$ cat src/rtl/vga_cell_pkg.sv
// vga_cell_pkg: state encoding and default grid constants shared by the cell plotter
package vga_cell_pkg;
   typedef enum logic [2:0] {IDLE, DIV, DRAW, DONE, ERR} state_t;
   localparam int DEF_COLS = 5;
   localparam int DEF_ROWS = 8;
   localparam int NUM_CELLS = DEF_COLS * DEF_ROWS;
   function automatic int num_cells(input int cols, input int rows);
      return cols * rows;
   endfunction
endpackage

$ cat src/rtl/vga_cell_divmod.sv
// vga_cell_divmod: iterative pos -> (row, col) divider by repeated subtraction of COLS
module vga_cell_divmod import vga_cell_pkg::*; #(
   parameter int COLS = DEF_COLS,
   parameter int POS_W = 8
) (
   input  logic             clock,
   input  logic             reset,
   input  logic             start,
   input  logic [POS_W-1:0] pos,
   output logic             done,
   output logic [POS_W-1:0] row,
   output logic [POS_W-1:0] col
);
   localparam logic [POS_W-1:0] C = POS_W'(COLS);
   logic [POS_W-1:0] rem;
   logic running;
   // done is combinational so the caller can leave its wait state on the same edge
   assign done = running && rem < C;
   assign col = rem;
   always_ff @(posedge clock) begin
      if (reset) begin
         running <= 1'b0;
         rem <= '0;
         row <= '0;
      end else if (start) begin
         running <= 1'b1;
         rem <= pos;
         row <= '0;
      end else if (done) begin
         running <= 1'b0;
      end else if (running) begin
         rem <= rem - C;
         row <= row + POS_W'(1);
      end
   end
endmodule

$ cat src/rtl/vga_cell_plotter.sv
// vga_cell_plotter: turns a linear cell index into a raster sweep of registered pixel writes
module vga_cell_plotter import vga_cell_pkg::*; #(
   parameter int COLS = DEF_COLS,
   parameter int ROWS = DEF_ROWS,
   parameter int CELL_W = 5,
   parameter int CELL_H = 10,
   parameter int X_ORIGIN = 10,
   parameter int Y_ORIGIN = 25,
   parameter int X_W = 8,
   parameter int Y_W = 7,
   parameter int POS_W = 8,
   parameter int COLOUR_W = 3
) (
   input  logic                clock,
   input  logic                reset,
   input  logic                req_valid,
   output logic                req_ready,
   input  logic [POS_W-1:0]    req_pos,
   input  logic [COLOUR_W-1:0] req_colour,
   input  logic                req_outline,
   output logic [X_W-1:0]      x,
   output logic [Y_W-1:0]      y,
   output logic [COLOUR_W-1:0] colour,
   output logic                plot,
   output logic                busy,
   output logic                done,
   output logic                err
);
   localparam logic [POS_W:0] LIMIT = (POS_W+1)'(num_cells(COLS, ROWS));
   localparam int DX_W = $clog2(CELL_W + 1);
   localparam int DY_W = $clog2(CELL_H + 1);
   localparam logic [DX_W-1:0] DX_LAST = DX_W'(CELL_W - 1);
   localparam logic [DY_W-1:0] DY_LAST = DY_W'(CELL_H - 1);
   state_t state;
   logic [COLOUR_W-1:0] colour_q;
   logic outline_q;
   logic [X_W-1:0] base_x;
   logic [Y_W-1:0] base_y;
   logic [DX_W-1:0] dx;
   logic [DY_W-1:0] dy;
   logic div_start, div_done, in_range, last_dx, last_dy, border;
   logic [POS_W-1:0] div_row, div_col;
   assign req_ready = state == IDLE;
   assign busy = !req_ready;
   assign in_range = {1'b0, req_pos} < LIMIT;
   assign div_start = req_valid && req_ready && in_range;
   assign last_dx = dx == DX_LAST;
   assign last_dy = dy == DY_LAST;
   assign border = dx == '0 || last_dx || dy == '0 || last_dy;
   vga_cell_divmod #(.COLS(COLS), .POS_W(POS_W)) u_divmod (
      .clock(clock),
      .reset(reset),
      .start(div_start),
      .pos(req_pos),
      .done(div_done),
      .row(div_row),
      .col(div_col)
   );
   always_ff @(posedge clock) begin
      if (reset) begin
         state <= IDLE;
         x <= '0;
         y <= '0;
         colour <= '0;
         plot <= 1'b0;
         done <= 1'b0;
         err <= 1'b0;
         colour_q <= '0;
         outline_q <= 1'b0;
         base_x <= '0;
         base_y <= '0;
         dx <= '0;
         dy <= '0;
      end else begin
         plot <= 1'b0;
         done <= 1'b0;
         err <= 1'b0;
         case (state)
            IDLE: if (req_valid) begin
               colour_q <= req_colour;
               outline_q <= req_outline;
               if (in_range) state <= DIV;
               else state <= ERR;
            end
            // products by constants only; the cell origin is fixed for the whole sweep
            DIV: if (div_done) begin
               base_x <= X_W'(X_ORIGIN) + X_W'(div_col) * X_W'(CELL_W);
               base_y <= Y_W'(Y_ORIGIN) + Y_W'(div_row) * Y_W'(CELL_H);
               dx <= '0;
               dy <= '0;
               state <= DRAW;
            end
            DRAW: begin
               x <= base_x + X_W'(dx);
               y <= base_y + Y_W'(dy);
               colour <= colour_q;
               plot <= !outline_q || border;
               dx <= last_dx ? '0 : dx + DX_W'(1);
               if (last_dx) dy <= last_dy ? '0 : dy + DY_W'(1);
               if (last_dx && last_dy) state <= DONE;
            end
            DONE: begin
               done <= 1'b1;
               state <= IDLE;
            end
            ERR: begin
               err <= 1'b1;
               state <= IDLE;
            end
            default: state <= IDLE;
         endcase
      end
   end
endmodule

$ cat config.mk
export PLATFORM = sky130hd
export DESIGN_NAME = vga_cell_plotter
export DESIGN_NICKNAME = d
export VERILOG_FILES = /design/src/rtl/vga_cell_pkg.sv /design/src/rtl/vga_cell_divmod.sv /design/src/rtl/vga_cell_plotter.sv
export SDC_FILE = /design/constraint.sdc
export NUM_CORES = 1
export LEC_CHECK = 0
export ABC_AREA = 1
export CAP_MARGIN = 20
export CORE_MARGIN = 2
export CORE_UTILIZATION = 49
export CTS_CLUSTER_SIZE = 10
export DETAILED_ROUTE_END_ITERATION = 16
export PLACE_DENSITY = 0.77
export SYNTH_ARGS = -nofsm -noshare
export SYNTH_HDL_FRONTEND = slang
export SYNTH_SLANG_ARGS = --single-unit
$ cat constraint.sdc
create_clock -name clock -period 3.2 [get_ports clock]
set_input_delay 0.64 -clock clock [delete_from_list [all_inputs] [get_ports clock]]
set_output_delay 0.64 -clock clock [all_outputs]
set_load 0.1 [all_outputs]
==> results.md <==
* P&R area growth vs syn at 16.2%
* Critical path class: reg -> reg
* Post-Place Cells at approximately 660
* Pin count of the biggest net entering global routing at 29
* FF-to-FF Start: u_divmod.col[4]
* Register area share after synthesis at 33.8%
* Cell Count, Final, Fillers Out at ~670
* # diodes at 0
* Main flop type after synthesis: dfxtp_1
* First-pass GRT wire length at roughly 14 mm
* Die ar. at about 8600 sq um
* Netlist cell types at 36
* Fmax at about 470 MHz
* Clock latency on the worst-skew pair at between 0.3 and 0.4 ns
* Worst hold path class: reg -> reg
* Initial antenna violation count at 0
* DR pass1 iterations at 4
* Simple-gate share of the synthesized area at between 20% and 30%
* R2R depth at 11
* Initial Utilization at roughly 50%
* PwrDens at ~460 nW/um^2
* Required time of the worst setup path at between 3 and 4 ns
* Global-route total usage across every layer at 19.9%
* Largest family of logic cells by synthesized area: simple AND/OR/NAND/NOR gates
* Setup TNS at 0 ns
* EDFF count, synth at 0
* Leakage Power at between 2 and 2.5 nW
* Vias at approximately 3400
* Post-synth top area cell: dfxtp_1
* DRT Wirelength at around 8.0 mm
* Worst-margin pin slew at around 0.54 ns
* Synth Area per Inst at between 7 and 8 sq um
* Most common cell after layout, fill and taps aside: nand2_1
* Root buf cell: clkbuf_8
* Min Tclk post-route at 2.13 ns
* Final instance area at 4470 sq um
* Slew margin rel. at about 64%
* H-tree depth at 3
* RD Place Congestion at approximately 0.9
* Top cell type's share of synthesized area at about a third
* Max-cap violations at 0
* GRT overflow at 0
* Arrival time at the worst endpoint at roughly 2.4 ns
* DRT antenna net count at 0
* Die Y at slightly above 90 microns
* CP endpoint kind: flop
* Final-report hold violation count at 0
* Post-synthesis mux area share at 0%
* Slew Limit Fails at 0
* # IOs at 38
* Min-Delay Path Depth at 2
* Mapped cell area at around 3900 sq um
* # setup viols final at 0
* CTS Buf Count at 9
* Status: completed
* Synth Register Bits at 65
* Unrepaired setup endpoints after global routing: no
* Max clock buf depth at 2
* TritonCTS clock tree: done
* Compound-Gate Fraction of Synth Area at about an eighth
* Synth top area cells: dfxtp_1 34%, nand2_1 11%, ha_1 10%, inv_1 7.1%, a21oi_1 4.7%
* CTS Sinks at 65
* Core region area at between 7000 and 8000 sq um
* Hold_sp: colour_q[2]
* CP startpoint: u_divmod.col[4]
* Final nets at a little over 600
* Worst Skew at about 0.01 ns
* Clk pin slew, worst setup/hold paths at ~0.080 ns
* Adder-Cell Fraction of Synth Area at 12.5%
* DP Area at between 4000 and 5000 sq um
* Post-Synth XOR/XNOR Area at just over 4%
* Avg WL per Cell at 12.0 microns
* Layout cell share with drive strength beyond 1 at around 14%
* Post-cts gate resize count at 0
* Layout Utilization at 58.2%
* Post-DP HPWL at approximately 6 mm
* Post-CTS Hold Buffers at 0
* Rows at 32
* Setup Buffers After CTS at 0
* Ys async rst share at 0%
* Vias in the first global route at 3114
* DRC at 0
* Syn_nets at 577
* CP startpoint kind: flop
* Worst-path maximum fanout at 7
* Starting DRC count in detailed routing at between 100 and 150
* Peak VDD IR at between 150 and 200 uV
* Via/cell ratio at 5.02
* Final Cycle Share at approximately two thirds
* Most frequent cells in the layout: 114 x nand2_1, 73 x inv_1, 65 x dfxtp_1
* Syn Inst Count at 526
* Die X at approximately 90 microns
* Yosys warnings at 0
* PortBufs at 37
## layer usage
| layer | GRT usage (%) | vias up | share of wire [%] |
|---|---|---|---|
| li1 | - | 1759 | - |
| met1 | 25.9 | 1518 | 47 |
| met2 | 33.0 | 80 | 47 |
| met3 | 3.99 | 11 | 5.2 |
| met4 | 7.11 | 0 | 1.5 |
| met5 | 0 | - | 0 |
## cell usage after synthesis (2+ instances only)
master / n
o21ai_0: 36
a21oi_2: 9
clkinv_2: 2
ha_1: 32
nand4_1: 5
o211ai_1: 2
xor2_1: 11
fa_1: 4
nand2_2: 12
nor3_1: 5
buf_6: 2
nand3b_1: 2
clkbuf_1: 4
inv_1: 73
nand2_4: 2
inv_2: 2
a21oi_1: 36
xnor2_1: 7
nor2_1: 44
nor2_4: 3
dfxtp_1: 65
nand3_1: 36
nand2_1: 114
nor2_2: 3
buf_2: 4
## logic make-up after synthesis
logic type,Yosys count
flip-flops,65
AO/OA/AOI/OAI,87
buffers and inverters,89
adder cells (fa/ha/maj),36
AND/OR/NAND/NOR,231
XOR/XNOR,18
## sequential cells by signal, summed over array words and instances, names as in the netlist
| name | cells |
|---|---|
| outline_q | 1 |
| base_x | 8 |
| plot | 1 |
| dy | 4 |
| u_divmod.running | 1 |
| done | 1 |
| u_divmod.col | 8 |
| y | 7 |
| u_divmod.row | 6 |
| err | 1 |
| colour_q | 3 |
| colour | 3 |
| base_y | 7 |
| state | 3 |
| x | 8 |
| dx | 3 |
## worst max-delay path: stages, from the launching register on
cell	delay, ns
dfxtp_1	0.52
ha_1	0.30
ha_1	0.30
ha_1	0.34
nand2_1	0.08
inv_1	0.05
a21oi_1	0.13
nand2_1	0.08
inv_1	0.06
nand2_1	0.05
nand2_1	0.06
a21oi_2	0.05
## cell type report
cell class | instances | area [sq um]
well taps | 102 | 128
repair buffers | 39 | 328
fillers | 728 | 3210
clock buffers | 9 | 124
clock inverters | 7 | 125
inverters | 77 | 292
flip-flops and latches | 65 | 1300
multi-input cells | 372 | 2180
## final timing paths
check / end / slack, ns
max: base_x[7] / 1.07
max reg2reg: base_x[7] / 1.07
min: colour[2] / 0.45
min reg2reg: colour[2] / 0.45
## where the power goes
group / leakage [nW] / switching, mW / internal (mW)
registers: 0.525 / 0.0200 / 0.833
logic: 1.49 / 0.236 / 0.0936
clock network: 0.124 / 0.356 / 0.526
## stage by stage
step | total power [mW] | hold WS [ns] | setup slack [ns]
2_1_floorplan | 1.12 | 0.430 | 0.953
3_3_place_gp | 1.19 | 0.437 | 1.08
3_5_place_dp | 1.20 | 0.441 | 1.02
4_1_cts | 2.08 | 0.453 | 1.07
5_1_grt | 2.16 | 0.486 | 0.952
6_report | 2.06 | 0.451 | 1.07
Note: power is estimated with default switching activity, not from simulation.
